## src/rtl/sender_queue.sv

```systemverilog
// Transmit queue: buffers {msg,dest} and delivers each entry as SETUP -> STROBE -> RECOVER on left/right/self.
// Optional feature macro SENDER_QUEUE_BROADCAST_EN: dest=11 delivers on left and right together.
module sender_queue #(
   parameter int WIDTH      = 32,
   parameter int DEPTH      = 4,
   parameter int STROBE_LEN = 1
) (
   input  logic                       clk,
   input  logic                       reset,
   input  logic [WIDTH-1:0]           msg_in,
   input  logic [1:0]                 dest,
   input  logic                       wr_en,
   output logic                       full,
   output logic                       empty,
   output logic [$clog2(DEPTH):0]     count,
   output logic                       overflow,
   output logic                       dest_err,
   output logic                       busy,
   output logic [WIDTH-1:0]           out_sig_left,
   output logic [WIDTH-1:0]           out_sig_right,
   output logic [WIDTH-1:0]           out_sig_self,
   output logic                       check_l,
   output logic                       check_r,
   output logic                       check_s
);
   localparam int AW = $clog2(DEPTH);
   localparam int CW = AW + 1;
   localparam int SW = (STROBE_LEN > 1) ? $clog2(STROBE_LEN) : 1;

   typedef enum logic [1:0] {IDLE, SETUP, STROBE, RECOVER} state_t;

   logic [WIDTH-1:0] r_mem_dat [DEPTH];
   logic [1:0]       r_mem_dst [DEPTH];
   logic [AW-1:0]    r_wr_ptr, r_rd_ptr;
   logic [CW-1:0]    r_count;
   logic             r_full, r_empty, r_overflow, r_dest_err;
   state_t           r_state;
   logic [SW-1:0]    r_strb_cnt;
   logic [WIDTH-1:0] r_tx_data;
   logic [2:0]       r_tx_mask;
   logic             r_busy;
   logic [2:0]       r_chk;
   logic [WIDTH-1:0] r_out_l, r_out_r, r_out_s;

   logic             w_dest_ok, w_full, w_pop, w_push;
   logic [CW-1:0]    w_count_nxt;

   // Target mask: bit0 left, bit1 right, bit2 self.
   function automatic logic [2:0] f_mask(input logic [1:0] d);
      case (d)
         2'b00:   f_mask = 3'b001;
         2'b10:   f_mask = 3'b010;
         2'b01:   f_mask = 3'b100;
`ifdef SENDER_QUEUE_BROADCAST_EN
         default: f_mask = 3'b011;
`else
         default: f_mask = 3'b000;
`endif
      endcase
   endfunction

`ifdef SENDER_QUEUE_BROADCAST_EN
   assign w_dest_ok = 1'b1;
`else
   assign w_dest_ok = (dest != 2'b11);
`endif

   assign w_full      = (r_count == CW'(DEPTH));
   assign w_pop       = (r_state == IDLE) && (r_count != '0);
   assign w_push      = wr_en && w_dest_ok && (!w_full || w_pop);
   assign w_count_nxt = r_count + CW'(w_push) - CW'(w_pop);

   always_ff @(posedge clk or posedge reset) begin
      if (reset) begin
         for (int i = 0; i < DEPTH; i++) begin
            r_mem_dat[i] <= '0;
            r_mem_dst[i] <= '0;
         end
         r_wr_ptr   <= '0;
         r_rd_ptr   <= '0;
         r_count    <= '0;
         r_full     <= 1'b0;
         r_empty    <= 1'b1;
         r_overflow <= 1'b0;
         r_dest_err <= 1'b0;
      end else begin
         if (w_push) begin
            r_mem_dat[r_wr_ptr] <= msg_in;
            r_mem_dst[r_wr_ptr] <= dest;
            r_wr_ptr            <= r_wr_ptr + AW'(1);
         end
         if (w_pop)
            r_rd_ptr <= r_rd_ptr + AW'(1);
         r_count    <= w_count_nxt;
         r_full     <= (w_count_nxt == CW'(DEPTH));
         r_empty    <= (w_count_nxt == '0);
         r_overflow <= wr_en && w_dest_ok && w_full && !w_pop;
         r_dest_err <= wr_en && !w_dest_ok;
      end
   end

   // Outputs are registered from the current state, so they trail the state by one cycle.
   always_ff @(posedge clk or posedge reset) begin
      if (reset) begin
         r_state    <= IDLE;
         r_strb_cnt <= '0;
         r_tx_data  <= '0;
         r_tx_mask  <= '0;
         r_busy     <= 1'b0;
         r_chk      <= '0;
         r_out_l    <= '0;
         r_out_r    <= '0;
         r_out_s    <= '0;
      end else begin
         r_busy <= (r_state != IDLE);
         r_chk  <= (r_state == STROBE) ? r_tx_mask : 3'b000;
         if (r_state == SETUP) begin
            if (r_tx_mask[0]) r_out_l <= r_tx_data;
            if (r_tx_mask[1]) r_out_r <= r_tx_data;
            if (r_tx_mask[2]) r_out_s <= r_tx_data;
         end
         case (r_state)
            IDLE: begin
               if (w_pop) begin
                  r_tx_data <= r_mem_dat[r_rd_ptr];
                  r_tx_mask <= f_mask(r_mem_dst[r_rd_ptr]);
                  r_state   <= SETUP;
               end
            end
            SETUP: begin
               r_strb_cnt <= '0;
               r_state    <= STROBE;
            end
            STROBE: begin
               if (r_strb_cnt == SW'(STROBE_LEN - 1))
                  r_state <= RECOVER;
               else
                  r_strb_cnt <= r_strb_cnt + SW'(1);
            end
            RECOVER: r_state <= IDLE;
            default: r_state <= IDLE;
         endcase
      end
   end

   assign full          = r_full;
   assign empty         = r_empty;
   assign count         = r_count;
   assign overflow      = r_overflow;
   assign dest_err      = r_dest_err;
   assign busy          = r_busy;
   assign out_sig_left  = r_out_l;
   assign out_sig_right = r_out_r;
   assign out_sig_self  = r_out_s;
   assign check_l       = r_chk[0];
   assign check_r       = r_chk[1];
   assign check_s       = r_chk[2];
endmodule

```

## config.mk

```make
export PLATFORM = sky130hd
export DESIGN_NAME = sender_queue
export DESIGN_NICKNAME = d
export VERILOG_FILES = /design/src/rtl/sender_queue.sv
export SDC_FILE = /design/constraint.sdc
export NUM_CORES = 1
export LEC_CHECK = 0
export BUFFER_PORTS_ARGS = -buffer_cell sky130_fd_sc_hd__buf_2
export CAP_MARGIN = 20
export CORE_ASPECT_RATIO = 1.2
export CORE_MARGIN = 3
export CORE_UTILIZATION = 50
export CTS_BUF_LIST = sky130_fd_sc_hd__clkbuf_2 sky130_fd_sc_hd__clkbuf_4 sky130_fd_sc_hd__clkbuf_8
export DETAILED_ROUTE_END_ITERATION = 10
export PLACE_DENSITY = 0.7
export SYNTH_ARGS = -nofsm -noshare
export SYNTH_HDL_FRONTEND = slang
export SYNTH_SLANG_ARGS = --single-unit
export TNS_END_PERCENT = 20
```

## constraint.sdc

```tcl
create_clock -name clk -period 35.5 [get_ports clk]
set_input_delay 10.65 -clock clk [delete_from_list [all_inputs] [get_ports clk]]
set_output_delay 10.65 -clock clk [all_outputs]
set_load 0.02 [all_outputs]
```

# [Yosys cells after proc, flatten, opt, wreduce, memory -nomap -nowiden]
# Index checks and enable logic that the tools add are counted.
[op_classes] n_addsub=5 order_cmp=3 eq_ne=10 mux=19 bitwise=2 reduce_logical=22
[op_table] op="bitwise mux 128 bit" count=1
[op_table] op="two-way mux 32 bit" count=3
[op_table] op="binary-select mux 32 bit (select 2 bit)" count=1
[op_table] op="demux 32 bit (select 2 bit)" count=1
[op_table] op="two-way mux 2 bit" count=5
[op_table] op="AND reduction 2 bit" count=5
[op_table] op="one-hot mux 3 bit (3 select lines)" count=1
[op_table] op="bitwise mux 8 bit" count=1
[op_table] op="one-hot mux 2 bit (4 select lines)" count=1
[op_table] op="logical AND 1 bit" count=7
[op_table] op="== test 2 bit, second input constant" count=3
[op_table] op="== test 3 bit, second input constant" count=2
[op_table] op=">= comparator 3 bit, second input constant" count=2
[op_table] op="!= test 2 bit, second input constant" count=3
[op_table] op="inverter 2 -> 3 bit" count=2
[op_table] op="adder 2 x 1 -> 2 bit, second input constant" count=2
[op_table] op="binary-select mux 2 bit (select 2 bit)" count=1
[op_table] op="demux 2 bit (select 2 bit)" count=1
[op_table] op="== test 2 x 1 -> 1 bit, second input constant" count=2
[op_table] op="zero test 2 bit" count=2
[op_table] op="nonzero test 2 bit" count=2
[op_table] op="adder 3 x 1 -> 3 bit" count=1
[op_table] op="zero test 1 bit" count=3
[op_table] op="zero test 3 bit" count=1
[op_table] op="8 further kinds" count=8
[word_totals] reg_bits=285 in_bits=37 out_inout_bits=107 word_cells=85

# [Longest topological paths before layout]
[logic_depth] depth_word=7 mapped_depth=13

# [Worst setup path after synthesis]
# Ideal clock, no wire load.
[synth_timing] kind="in2reg" from="input port wr_en" to="register r_full, in the netlist full" arrival_ps=12497 t_required_ps=35412 path_slack_ps=22914 path_stages=10 path_buffers=0 path_cell_list="a21boi_4 nand2_1 ha_1 inv_1 ha_1 inv_1 fa_1 xnor2_1 xnor2_1 nor3b_1"
[synth_between] elab_chain_len=5
[synth_rtl] element="from (decl)" line_no="12" text="input logic wr_en,"
[synth_rtl] element="logical AND 1 bit (2 in series)" line_no="70" text="assign w_push = wr_en && w_dest_ok && (!w_full || w_pop);"
[synth_rtl] element="adder 3 x 1 -> 3 bit" line_no="71" text="assign w_count_nxt = r_count + CW'(w_push) - CW'(w_pop);"
[synth_rtl] element="subtractor 3 x 1 -> 3 bit" line_no="71"
[synth_rtl] element="via w_count_nxt[2]" line_no="46" text="logic [CW-1:0] w_count_nxt;"
[synth_rtl] element="== test 3 bit" line_no="95" text="r_full <= (w_count_nxt == CW'(DEPTH));"
[synth_rtl] element="to (signal assigned)" line_no="95"
[synth_rtl] element="to (decl)" line_no="36" text="logic r_full, r_empty, r_overflow, r_dest_err;"
# The timed path passes the listed nets, and every way through them passes these cells.
# A chain may end at the register's enable or synchronous reset.

# [Final worst setup path]
[layout_timing] from="input port dest[1]" to="register r_full, in the netlist full"
[layout_between] elab_chain_len=6
[layout_rtl] element="from (decl)" line_no="11" text="input logic [1:0] dest,"
[layout_rtl] element="!= test 2 bit" line_no="65" text="assign w_dest_ok = (dest != 2'b11);"
[layout_rtl] element="logical AND 1 bit (2 in series)" line_no="70"
[layout_rtl] element="adder 3 x 1 -> 3 bit" line_no="71"
[layout_rtl] element="subtractor 3 x 1 -> 3 bit" line_no="71"
[layout_rtl] element="via w_count_nxt[2]" line_no="46"
[layout_rtl] element="== test 3 bit" line_no="95"
# The timed path passes the listed nets, and every way through them passes these cells.

==> reports/metrics.cfg <==
[yosys]
synthMuxAreaShare_pct = 31.8
synthAdderAreaFrac_pct = 1.20
synth_top_family_by_area = multiplexers
synthesis.nets = 789
synth_top_cell_by_area = dfrtp_1
ys_warn_count = 0
synth-simple-area-share_pct = 4.59
netlist_instances = 741
synth_area_leaders = dfrtp_1 58%, mux2_4 15%, mux2_2 11%
synth-async-reset-ratio_pct = 100
syn_area_per_cell_sq_um = 16.4
synth_common_cells = 283 x dfrtp_1, 120 x mux2_4, 114 x mux2_2
synth_seq_cells = 284
synth_xor_area_share_pct = 0.361
syn_area_sq_mm = 0.0121
yosysMostFrequentCell = dfrtp_1
yosysUniqueCellTypes = 28
synth_top_area_share_pct = 58.4
ys_seq_area_share_pct = 58.6
synth_edf_count = 0
synth_flop_cell = dfrtp_1
synth_compound_area_share_pct = 0.320

[clock_tree]
clock_path_buffers = 3
clk_latency_ns = 0.55
ctsHoldBuffers = 0
numCtsBuffers = 45
postCtsSetupBuffers = 0
cts_root_buf = clkbuf_8
cts-resized-gates = 0
h-tree-depth = 2
path_clk_slew_ns = 0.06
cts_tree = done
clock_sinks = 284

[critical_path]
critPathLaunchType = input pin
endpoint = full
r2r-end = full
crit_required_ns = 35.95
cp_max_fo = 6
worstSetupEndpointType = flip-flop
regToRegSetupSlack_ns = 32.19
worst_setup_path_startpoint = dest[1]
critPathKind = in -> reg
crit_arrival_ns = 12.76
r2r_start = r_state[0]
reg2reg_depth = 14

[sta]
slew_headroom_pct = 30.2
final.setup.tns_ns = 0
finalSetupViolCount = 0
tightest_slew_ns = 1.04
max_freq_ghz = 0.0812
finalHoldViolations = 0
min_period_ns = 12.32
setup_slack_ns = 23.18
fin_crit_sh_pct = 34.7
slew_viol_final = 0
rsz0062_at_grt = false
fin_skew_ns = 0.0160

[global_routing]
grt_usage_pct = 19.0
grt_pass1_vias = 7178
grt_max_degree = 137
grt_pass1_wl_um = 39700
grt_overflow = 0
antenna_found_initial = 1

[placement]
io_buffers = 143
dp.cells = 1167
gp_congestion = 0.693
pre_cts_slack_ns = 22.62
hpwl_um = 13900

[min_path]
hold_path_class = reg -> reg

[routing]
drc = 0
vias = 6509
wirelength_um = 24000
avgViaCountPerCell = 5.22
drt_iter0_drc = 218
dr.pass1.iters = 4
ant_nets = 0
drt-wirelength-per-cell_um = 19.2

[flow_run]
cap_violations = 0

[cells_and_area]
instances_no_fill = 1248
diodes = 0
syn2layout_area_growth_pct = 15.0
num-nets-final = 948
drive_gt1_share_pct = 54.9
fill_cells = 1915

[power]
vdd_drop_max_uv = 48.1
total_power_w = 0.00139
leakage_nw = 7.10
pwr_density_cell_mw_per_mm2 = 99.7

[run_status]
status = complete, no violations

[floorplanning]
io_pins = 144
rows = 61
start_util_pct = 51.6
die_w_um = 148
fp.coreArea_sq_mm = 0.0235
fp.dieH_um = 177
dieArea_sq_mm = 0.0262

area by class of cell:
class	count	area (sq um)	share of cell area, %
timing repair buffer	149	781	5.60
tap	315	394	2.83
clock inverter	7	90.1	0.646
sequential	284	7110	51.0
inverter	10	45.0	0.323
clock buffer	73	873	6.26
multi-input combinational	410	4660	33.4
registers in the layout, summed over array words and instances, names as in the netlist, 2 cells and up:
register / count
r_mem_dat: 128
r_chk: 3
count: 3
r_tx_data: 32
out_sig_self: 32
r_state: 2
out_sig_left: 32
r_tx_mask: 3
r_rd_ptr: 2
r_mem_dst: 8
r_wr_ptr: 2
out_sig_right: 32
layer usage:
metal | part of all wire (%) | track usage (%) | wire [um]
met5 | 0.033 | 0 | 8
met1 | 44 | 25.3 | 10600
met2 | 50 | 32.3 | 12000
met3 | 4.1 | 3.74 | 974
met4 | 1.7 | 5.24 | 412
layout by cell type, fill, tap and decap left out, types with 2 or more instances in the layout:
cell        count
and2_1          3
buf_2         143
buf_4           5
bufinv_16       2
clkbuf_4       21
clkbuf_8       52
clkinv_2        3
clkinvlp_4      2
dfrtp_1       281
dfrtp_2         2
ha_1           10
inv_1           8
mux2_2        114
mux2_4        120
mux4_2         34
nand2_1       103
nand2_2         3
nand3_4         4
nand3b_1        2
nor3_1          2
xnor2_1         5
where the power goes:
part	switching, W	leakage [nW]	total [W]	internal [W]
registers	0.000103	3.50	0.000578	0.000475
clock network	0.000124	0.511	0.000294	0.000170
logic	0.000227	3.09	0.000519	0.000292
worst max-delay path, stage by stage:
cell and delay [ns]:
buf_2 0.14, a21boi_4 0.33, nand2_1 0.17, ha_1 0.29, inv_1 0.05, ha_1 0.12
inv_1 0.04, fa_1 0.37, xnor2_1 0.15, xnor2_1 0.22, nor3b_1 0.21
logic make-up after synthesis:
logic type	Yosys count
xor+xnor	5
fa+ha+maj	11
simple gates	122
flops	284
buf+inv	47
mux	268
compound gates	4
through the flow:
| step | area, sq um | hold slack [ns] | utilization [%] |
|---|---|---|---|
| after floorplan | 12100 | 0.452 | - |
| after global placement | 13000 | 0.482 | 55.1 |
| after detailed placement | 13000 | 0.487 | 55.1 |
| after CTS | 13900 | 0.502 | 59.2 |
| after global routing | 14000 | 0.510 | 59.3 |
| final | 14000 | 0.499 | 59.3 |
worst min-delay path by stage:
stage | from | endpoint | slack (ns) | depth (start not counted)
finish | out_sig_self[12] | out_sig_self[12] | 0.50 | 1
global route | out_sig_right[12] | out_sig_right[12] | 0.51 | 1
CTS | out_sig_right[6] | out_sig_right[6] | 0.50 | 1
detailed placement | out_sig_right[30] | out_sig_right[30] | 0.49 | 1
global placement | out_sig_self[15] | out_sig_self[15] | 0.48 | 1
floorplan | r_tx_mask[1] | r_tx_mask[1] | 0.45 | 2
Note: power is estimated with default switching activity, not from simulation.
